[src/rtl/issue_scoreboard_pkg.sv]
// Shared types and constants for the issue scoreboard slice.
package issue_scoreboard_pkg;

    localparam int unsigned REG_AW           = 5;
    localparam int unsigned FLAG_W           = 4;
    localparam int unsigned INFL_W           = 3;
    localparam int unsigned MAX_INFLIGHT_DEF = 4;

    typedef enum logic {
        RUN   = 1'b0,
        DRAIN = 1'b1
    } sb_state_e;

endpackage

[src/rtl/issue_scoreboard_if.sv]
// Decode/writeback/flush bundle between the front end and the issue scoreboard.
interface issue_scoreboard_if;
    import issue_scoreboard_pkg::*;

    logic              dec_valid;
    logic              dec_ready;
    logic [REG_AW-1:0] dec_src1;
    logic [REG_AW-1:0] dec_src2;
    logic              dec_use1;
    logic              dec_use2;
    logic [REG_AW-1:0] dec_dst1;
    logic [REG_AW-1:0] dec_dst2;
    logic              dec_wr1;
    logic              dec_wr2;
    logic              dec_is_cond;
    logic [FLAG_W-1:0] dec_wr_flags;
    logic              wb_valid;
    logic [REG_AW-1:0] wb_a1;
    logic [REG_AW-1:0] wb_a2;
    logic              wb_we1;
    logic              wb_we2;
    logic              wb_flags;
    logic              flush;
    logic              ex_issue;

    modport master (
        output dec_valid, dec_src1, dec_src2, dec_use1, dec_use2,
               dec_dst1, dec_dst2, dec_wr1, dec_wr2, dec_is_cond, dec_wr_flags,
               wb_valid, wb_a1, wb_a2, wb_we1, wb_we2, wb_flags, flush,
        input  dec_ready, ex_issue
    );

    modport slave (
        input  dec_valid, dec_src1, dec_src2, dec_use1, dec_use2,
               dec_dst1, dec_dst2, dec_wr1, dec_wr2, dec_is_cond, dec_wr_flags,
               wb_valid, wb_a1, wb_a2, wb_we1, wb_we2, wb_flags, flush,
        output dec_ready, ex_issue
    );

endinterface

[src/rtl/issue_scoreboard_sb_hazard_check.sv]
// Combinational RAW/WAW/flag hazard evaluation against a view of the scoreboard.
module sb_hazard_check
    import issue_scoreboard_pkg::*;
#(
    parameter int unsigned NREGS = 32
) (
    input  logic [NREGS-1:0]  pend,
    input  logic              flag_pend,
    input  logic              use1,
    input  logic              use2,
    input  logic [REG_AW-1:0] src1,
    input  logic [REG_AW-1:0] src2,
    input  logic              wr1,
    input  logic              wr2,
    input  logic [REG_AW-1:0] dst1,
    input  logic [REG_AW-1:0] dst2,
    input  logic              is_cond,
    input  logic [FLAG_W-1:0] wr_flags,
    output logic              hazard
);

    logic raw;
    logic waw;
    logic flag_hz;

    always_comb begin
        raw     = (use1 && pend[src1]) || (use2 && pend[src2]);
        waw     = (wr1 && pend[dst1]) || (wr2 && pend[dst2]);
        flag_hz = (is_cond || (wr_flags != '0)) && flag_pend;
        hazard  = raw || waw || flag_hz;
    end

endmodule

[src/rtl/issue_scoreboard.sv]
// In-order issue scoreboard: register/flag pending tracking, in-flight bound, flush drain.
// Optional macro ISSUE_RETIRE_BYPASS_EN lets same-cycle retirements clear hazards.
module issue_scoreboard
    import issue_scoreboard_pkg::*;
#(
    parameter int unsigned MAX_INFLIGHT = MAX_INFLIGHT_DEF,
    parameter int unsigned NREGS        = 32
) (
    input  logic                clk,
    input  logic                rst,
    issue_scoreboard_if.slave   bus,
    output logic [INFL_W-1:0]   inflight,
    output logic [15:0]         stall_cnt,
    output logic                sb_err
);

    localparam logic [INFL_W-1:0] MAX_INF = INFL_W'(MAX_INFLIGHT);

    sb_state_e         state_q, state_d;
    logic [NREGS-1:0]  pend_q, pend_d;
    logic              flag_pend_q, flag_pend_d;
    logic [INFL_W-1:0] inflight_q, inflight_d;
    logic [15:0]       stall_cnt_q, stall_cnt_d;
    logic              sb_err_q, sb_err_d;

    logic [NREGS-1:0]  clr_mask, set_mask, pend_view;
    logic              flag_clr, flag_view;
    logic              hazard, ready, issue, retire_err, retire_dec;

    always_comb begin
        clr_mask = '0;
        if (bus.wb_valid) begin
            if (bus.wb_we1) clr_mask[bus.wb_a1] = 1'b1;
            if (bus.wb_we2) clr_mask[bus.wb_a2] = 1'b1;
        end
    end

    assign flag_clr = bus.wb_valid && bus.wb_flags;

`ifdef ISSUE_RETIRE_BYPASS_EN
    assign pend_view = pend_q & ~clr_mask;
    assign flag_view = flag_pend_q && !flag_clr;
`else
    assign pend_view = pend_q;
    assign flag_view = flag_pend_q;
`endif

    sb_hazard_check #(.NREGS(NREGS)) u_hazard (
        .pend      (pend_view),
        .flag_pend (flag_view),
        .use1      (bus.dec_use1),
        .use2      (bus.dec_use2),
        .src1      (bus.dec_src1),
        .src2      (bus.dec_src2),
        .wr1       (bus.dec_wr1),
        .wr2       (bus.dec_wr2),
        .dst1      (bus.dec_dst1),
        .dst2      (bus.dec_dst2),
        .is_cond   (bus.dec_is_cond),
        .wr_flags  (bus.dec_wr_flags),
        .hazard    (hazard)
    );

    assign ready = (state_q == RUN) && !hazard && (inflight_q < MAX_INF) && !bus.flush;
    assign issue = bus.dec_valid && ready;

    always_comb begin
        set_mask = '0;
        if (issue) begin
            if (bus.dec_wr1) set_mask[bus.dec_dst1] = 1'b1;
            if (bus.dec_wr2) set_mask[bus.dec_dst2] = 1'b1;
        end
    end

    // Retirement errors are judged against registered state, before this cycle's issue sets bits.
    assign retire_err = bus.wb_valid &&
                        ((bus.wb_we1 && !pend_q[bus.wb_a1]) ||
                         (bus.wb_we2 && !pend_q[bus.wb_a2]) ||
                         (bus.wb_flags && !flag_pend_q) ||
                         (inflight_q == '0));
    assign retire_dec = bus.wb_valid && (inflight_q != '0);

    always_comb begin
        state_d     = state_q;
        pend_d      = (pend_q & ~clr_mask) | set_mask;
        flag_pend_d = (flag_pend_q && !flag_clr) || (issue && (bus.dec_wr_flags != '0));
        inflight_d  = inflight_q;
        stall_cnt_d = stall_cnt_q;
        sb_err_d    = sb_err_q || retire_err;

        unique case ({issue, retire_dec})
            2'b10:   inflight_d = inflight_q + 1'b1;
            2'b01:   inflight_d = inflight_q - 1'b1;
            default: inflight_d = inflight_q;
        endcase

        if ((state_q == RUN) && bus.dec_valid && !ready && (stall_cnt_q != '1))
            stall_cnt_d = stall_cnt_q + 1'b1;

        unique case (state_q)
            RUN:   if (bus.flush) state_d = DRAIN;
            DRAIN: if (((inflight_q == '0) && !bus.wb_valid) ||
                       (bus.wb_valid && (inflight_q == INFL_W'(1))))
                       state_d = RUN;
            default: state_d = RUN;
        endcase
    end

    always_ff @(posedge clk or negedge rst) begin
        if (!rst) begin
            state_q     <= RUN;
            pend_q      <= '0;
            flag_pend_q <= 1'b0;
            inflight_q  <= '0;
            stall_cnt_q <= '0;
            sb_err_q    <= 1'b0;
        end else begin
            state_q     <= state_d;
            pend_q      <= pend_d;
            flag_pend_q <= flag_pend_d;
            inflight_q  <= inflight_d;
            stall_cnt_q <= stall_cnt_d;
            sb_err_q    <= sb_err_d;
        end
    end

    assign bus.dec_ready = ready;
    assign bus.ex_issue  = issue;
    assign inflight      = inflight_q;
    assign stall_cnt     = stall_cnt_q;
    assign sb_err        = sb_err_q;

endmodule

[src/flat_wrapper.sv]
// flat-port wrapper written by rule: the top's interface ports become plain ports
module issue_scoreboard_flat import issue_scoreboard_pkg::*;
#(
    parameter int unsigned MAX_INFLIGHT = MAX_INFLIGHT_DEF,
    parameter int unsigned NREGS        = 32
)
  (clk, rst, inflight, stall_cnt, sb_err, bus_dec_valid, bus_dec_src1, bus_dec_src2, bus_dec_use1, bus_dec_use2, bus_dec_dst1, bus_dec_dst2, bus_dec_wr1, bus_dec_wr2, bus_dec_is_cond, bus_dec_wr_flags, bus_wb_valid, bus_wb_a1, bus_wb_a2, bus_wb_we1, bus_wb_we2, bus_wb_flags, bus_flush, bus_dec_ready, bus_ex_issue);
  issue_scoreboard_if bus_i ();
  input  logic clk;
  input  logic rst;
  output logic [INFL_W-1:0] inflight;
  output logic [15:0] stall_cnt;
  output logic sb_err;
  input wire logic [$bits(bus_i.dec_valid)-1:0] bus_dec_valid;
  input wire logic [$bits(bus_i.dec_src1)-1:0] bus_dec_src1;
  input wire logic [$bits(bus_i.dec_src2)-1:0] bus_dec_src2;
  input wire logic [$bits(bus_i.dec_use1)-1:0] bus_dec_use1;
  input wire logic [$bits(bus_i.dec_use2)-1:0] bus_dec_use2;
  input wire logic [$bits(bus_i.dec_dst1)-1:0] bus_dec_dst1;
  input wire logic [$bits(bus_i.dec_dst2)-1:0] bus_dec_dst2;
  input wire logic [$bits(bus_i.dec_wr1)-1:0] bus_dec_wr1;
  input wire logic [$bits(bus_i.dec_wr2)-1:0] bus_dec_wr2;
  input wire logic [$bits(bus_i.dec_is_cond)-1:0] bus_dec_is_cond;
  input wire logic [$bits(bus_i.dec_wr_flags)-1:0] bus_dec_wr_flags;
  input wire logic [$bits(bus_i.wb_valid)-1:0] bus_wb_valid;
  input wire logic [$bits(bus_i.wb_a1)-1:0] bus_wb_a1;
  input wire logic [$bits(bus_i.wb_a2)-1:0] bus_wb_a2;
  input wire logic [$bits(bus_i.wb_we1)-1:0] bus_wb_we1;
  input wire logic [$bits(bus_i.wb_we2)-1:0] bus_wb_we2;
  input wire logic [$bits(bus_i.wb_flags)-1:0] bus_wb_flags;
  input wire logic [$bits(bus_i.flush)-1:0] bus_flush;
  output wire logic [$bits(bus_i.dec_ready)-1:0] bus_dec_ready;
  output wire logic [$bits(bus_i.ex_issue)-1:0] bus_ex_issue;
  assign bus_i.dec_valid = bus_dec_valid;
  assign bus_i.dec_src1 = bus_dec_src1;
  assign bus_i.dec_src2 = bus_dec_src2;
  assign bus_i.dec_use1 = bus_dec_use1;
  assign bus_i.dec_use2 = bus_dec_use2;
  assign bus_i.dec_dst1 = bus_dec_dst1;
  assign bus_i.dec_dst2 = bus_dec_dst2;
  assign bus_i.dec_wr1 = bus_dec_wr1;
  assign bus_i.dec_wr2 = bus_dec_wr2;
  assign bus_i.dec_is_cond = bus_dec_is_cond;
  assign bus_i.dec_wr_flags = bus_dec_wr_flags;
  assign bus_i.wb_valid = bus_wb_valid;
  assign bus_i.wb_a1 = bus_wb_a1;
  assign bus_i.wb_a2 = bus_wb_a2;
  assign bus_i.wb_we1 = bus_wb_we1;
  assign bus_i.wb_we2 = bus_wb_we2;
  assign bus_i.wb_flags = bus_wb_flags;
  assign bus_i.flush = bus_flush;
  assign bus_dec_ready = bus_i.dec_ready;
  assign bus_ex_issue = bus_i.ex_issue;
  issue_scoreboard #(.MAX_INFLIGHT(MAX_INFLIGHT), .NREGS(NREGS)) u_core (.clk(clk), .rst(rst), .bus(bus_i), .inflight(inflight), .stall_cnt(stall_cnt), .sb_err(sb_err));
endmodule
[config.mk]
export PLATFORM = sky130hd
export DESIGN_NAME = issue_scoreboard_flat
export DESIGN_NICKNAME = d
export VERILOG_FILES = /design/src/rtl/issue_scoreboard_pkg.sv /design/src/rtl/issue_scoreboard_if.sv /design/src/rtl/issue_scoreboard_sb_hazard_check.sv /design/src/rtl/issue_scoreboard.sv /design/src/flat_wrapper.sv
export SDC_FILE = /design/constraint.sdc
export NUM_CORES = 1
export LEC_CHECK = 0
export BUFFER_PORTS_ARGS = -buffer_cell sky130_fd_sc_hd__buf_2
export CAP_MARGIN = 20
export CORE_ASPECT_RATIO = 1.1
export CORE_UTILIZATION = 35
export DETAILED_ROUTE_END_ITERATION = 10
export GPL_ROUTABILITY_DRIVEN = 1
export HOLD_SLACK_MARGIN = 0.12
export PLACE_DENSITY_LB_ADDON = 0.1
export SYNTH_ARGS = -nofsm -noshare
export SYNTH_HDL_FRONTEND = slang
export SYNTH_HIERARCHICAL = 1
export SYNTH_SLANG_ARGS = --single-unit
[constraint.sdc]
create_clock -name clk -period 6.3 [get_ports clk]
set_input_delay 0.945 -clock clk [delete_from_list [all_inputs] [get_ports clk]]
set_output_delay 0.945 -clock clk [all_outputs]
set_load 0.01 [all_outputs]
==> run metrics <==
Max Cap Viol 0; global-route wire length before repair 26340 um; Commonest cells post-synth o22ai_1 (68), dfrtp_1 (54), nand2_1 (52); GP Congestion 0.8361; design area 5353 um2; Sinks on Clock Net 54; number of vias per cell 6.871; Setup CP Type input port to primary output; Worst-Skew Late Latency 0.31 ns; top-area cell type share of the netlist area 0.2857; Final min period 4.736 ns; initial antenna violation count 0; YS warnings 6; Port Buffers 68; Synth Instances 459; vias in the first global route 4257; pre-CTS WS 1.604 ns; TritonRoute pass-1 iters 5; CP max FO 33; Max H-tree Level 2; synthesis-to-finish area growth 13.17%; ANT cells 0; gr usage total 0.2588; drt initial violations 585; Clock Tree Buf Depth 2; Reg clk slew, reported paths 0.07 ns; cell with the most instances after synthesis o22ai_1; Setup WS post-layout 1.564 ns; synth unique cells 45; Hold Fails Final Rpt 0; post-synthesis sequential area ratio 0.2857; Synth area leaders dfrtp_1 (29%), mux4_2 (21%), o22ai_1 (9.0%), a22o_1 (5.9%), mux2i_1 (4.2%); grt total ovfl 0; tightest hold margin 0.4835 ns; # DRC 0; Die ar. 13980 um2; post-DP HPWL 12170 um; final WL 17760 um; EDFF count, synth 0; CP endpoint kind primary output; final-report max-slew violation count 0; die width 112.8 um; Ports 69; Max VDD drop 0.1473 mV; CTS resizes 0; hold buffer count at cts 0; CP required 5.35 ns; Area after DPL 5159 um2; Leakage 2.115 nW; Avg Inst Size Synth 10.30 um2; ys flop type dfrtp_1; final setup fails 0; f_max 211.1 MHz; Num CTS Buffers 5; Final Cycle Share 0.7518; chip height 123.9 um; Hold WC Path Type flip-flop to flip-flop; Layout Nets 560; fraction of layout cells with a size suffix above 1 0.2559; CTS tree done; Slew @ Worst Pin 0.7757 ns; Inst Count DP 661; initial core utilization 0.3580; setup tns final 0 ns; synthesized cell area 4730 um2; Core ar. 13210 um2; Post-DRT Antenna Nets 0; syn_nets 512; crit path DAT 3.79 ns; RSZ-0062 raised after global routing false; area leader, netlist dfrtp_1; CTS Root Cell clkbuf_16; DR vias 4597; largest net degree at the start of global routing 55; WL/cell 26.54 um; Worst setup SP type input port; outcome finished clean; num rows 44; Final Non-Filler Cells 669; Slew HR 0.4829; Worst Clk Skew 0.007653 ns; Synth Register Bits 54; post-CTS setup buffer count 0; Pwr Density 238.5 nW/um2; Async S/R FF share, synth 1.000
## state kept, by name, summed over array words and instances, names as in the netlist
signal,cells
u_core/sb_err,1
u_core/pend_q,32
u_core/stall_cnt,16
u_core/flag_pend_q,1
u_core/inflight,3
u_core/state_q,1
## report_power, final
part / internal (mW) / total (mW) / switching (mW)
Combinational: 0.196 / 0.383 / 0.187
Clock: 0.229 / 0.372 / 0.143
Sequential: 0.400 / 0.521 / 0.121
Total: 0.825 / 1.28 / 0.452
## placed cells by master (no fill, tap or decap), drive strengths merged, types with 3 or more instances in the layout
master	instances
a21oi	3
a22o	32
and2	6
and3	5
buf	70
clkbuf	5
dfrtp	54
ha	6
inv	6
mux2	5
mux2i	20
mux4	47
nand2	52
nand2b	5
nand3	23
nand3b	19
nand4	5
nor2	14
nor2b	5
o21ai	8
o221ai	3
o22ai	68
or3	5
or3b	8
xnor2	15
xor2	3
## logic make-up (layout without fill, tap and decap cells)
logic type / count (synthesis) / count (layout) / share of synthesized area
compound gates: 121 / 121 / 0.1794
xor+xnor: 18 / 18 / 0.03334
fa+ha+maj: 6 / 6 / 0.01587
buf+inv: 35 / 84 / 0.03175
flops: 54 / 54 / 0.2857
mux: 72 / 72 / 0.2804
simple gates: 153 / 153 / 0.1735
## final timing paths
kind                                                  from                              end  slack, ns  cells after the start
hold reg to reg            u_core/stall_cnt[5]$_DFFE_PN0P_  u_core/stall_cnt[5]$_DFFE_PN0P_       0.48                      1
max in group asynchronous                              rst      u_core/pend_q[26]$_DFF_PN0_       5.00                      2
min in group asynchronous                              rst  u_core/stall_cnt[8]$_DFFE_PN0P_       0.77                      2
setup / recovery                           bus_dec_dst1[1]                     bus_ex_issue       1.56                     10
hold / removal             u_core/stall_cnt[5]$_DFFE_PN0P_  u_core/stall_cnt[5]$_DFFE_PN0P_       0.48                      1
setup reg to reg               u_core/pend_q[28]$_DFF_PN0_       u_core/pend_q[0]$_DFF_PN0_       3.03                     10
## critical path: stages
cell     delay, ns
buf_2         0.29
mux4_2        0.54
mux4_2        0.46
a32oi_1       0.25
nand4_1       0.17
nor3_1        0.29
nand2_1       0.16
inv_1         0.10
buf_4         0.36
buf_2         0.21
## final cells by class
class                   instances  area, um2
clock buffers                   5      125.1
well taps                     161      201.4
clock inverters                 3      68.82
repair buffers                 70      355.3
inverters                       6      22.52
multi-input cells             370       3228
flip-flops and latches         54       1351
fillers                      1328       7860
## metrics by stage
| step | util | power [mW] |
|---|---|---|
| detailed placement | 0.3904 | 0.9017 |
| CTS | 0.4051 | 1.277 |
| finish | 0.4051 | 1.276 |
| global route | 0.4051 | 1.335 |
| floorplan | - | 0.7381 |
| global placement | 0.3904 | 0.8987 |
## per-layer routing
| layer | wire length, um | global-route usage |
|---|---|---|
| met5 | 0 | 0 |
| met1 | 7348 | 0.3332 |
| met2 | 7801 | 0.4136 |
| met3 | 1639 | 0.05158 |
| met4 | 968 | 0.1375 |
Power figures use the tool's default switching activity.
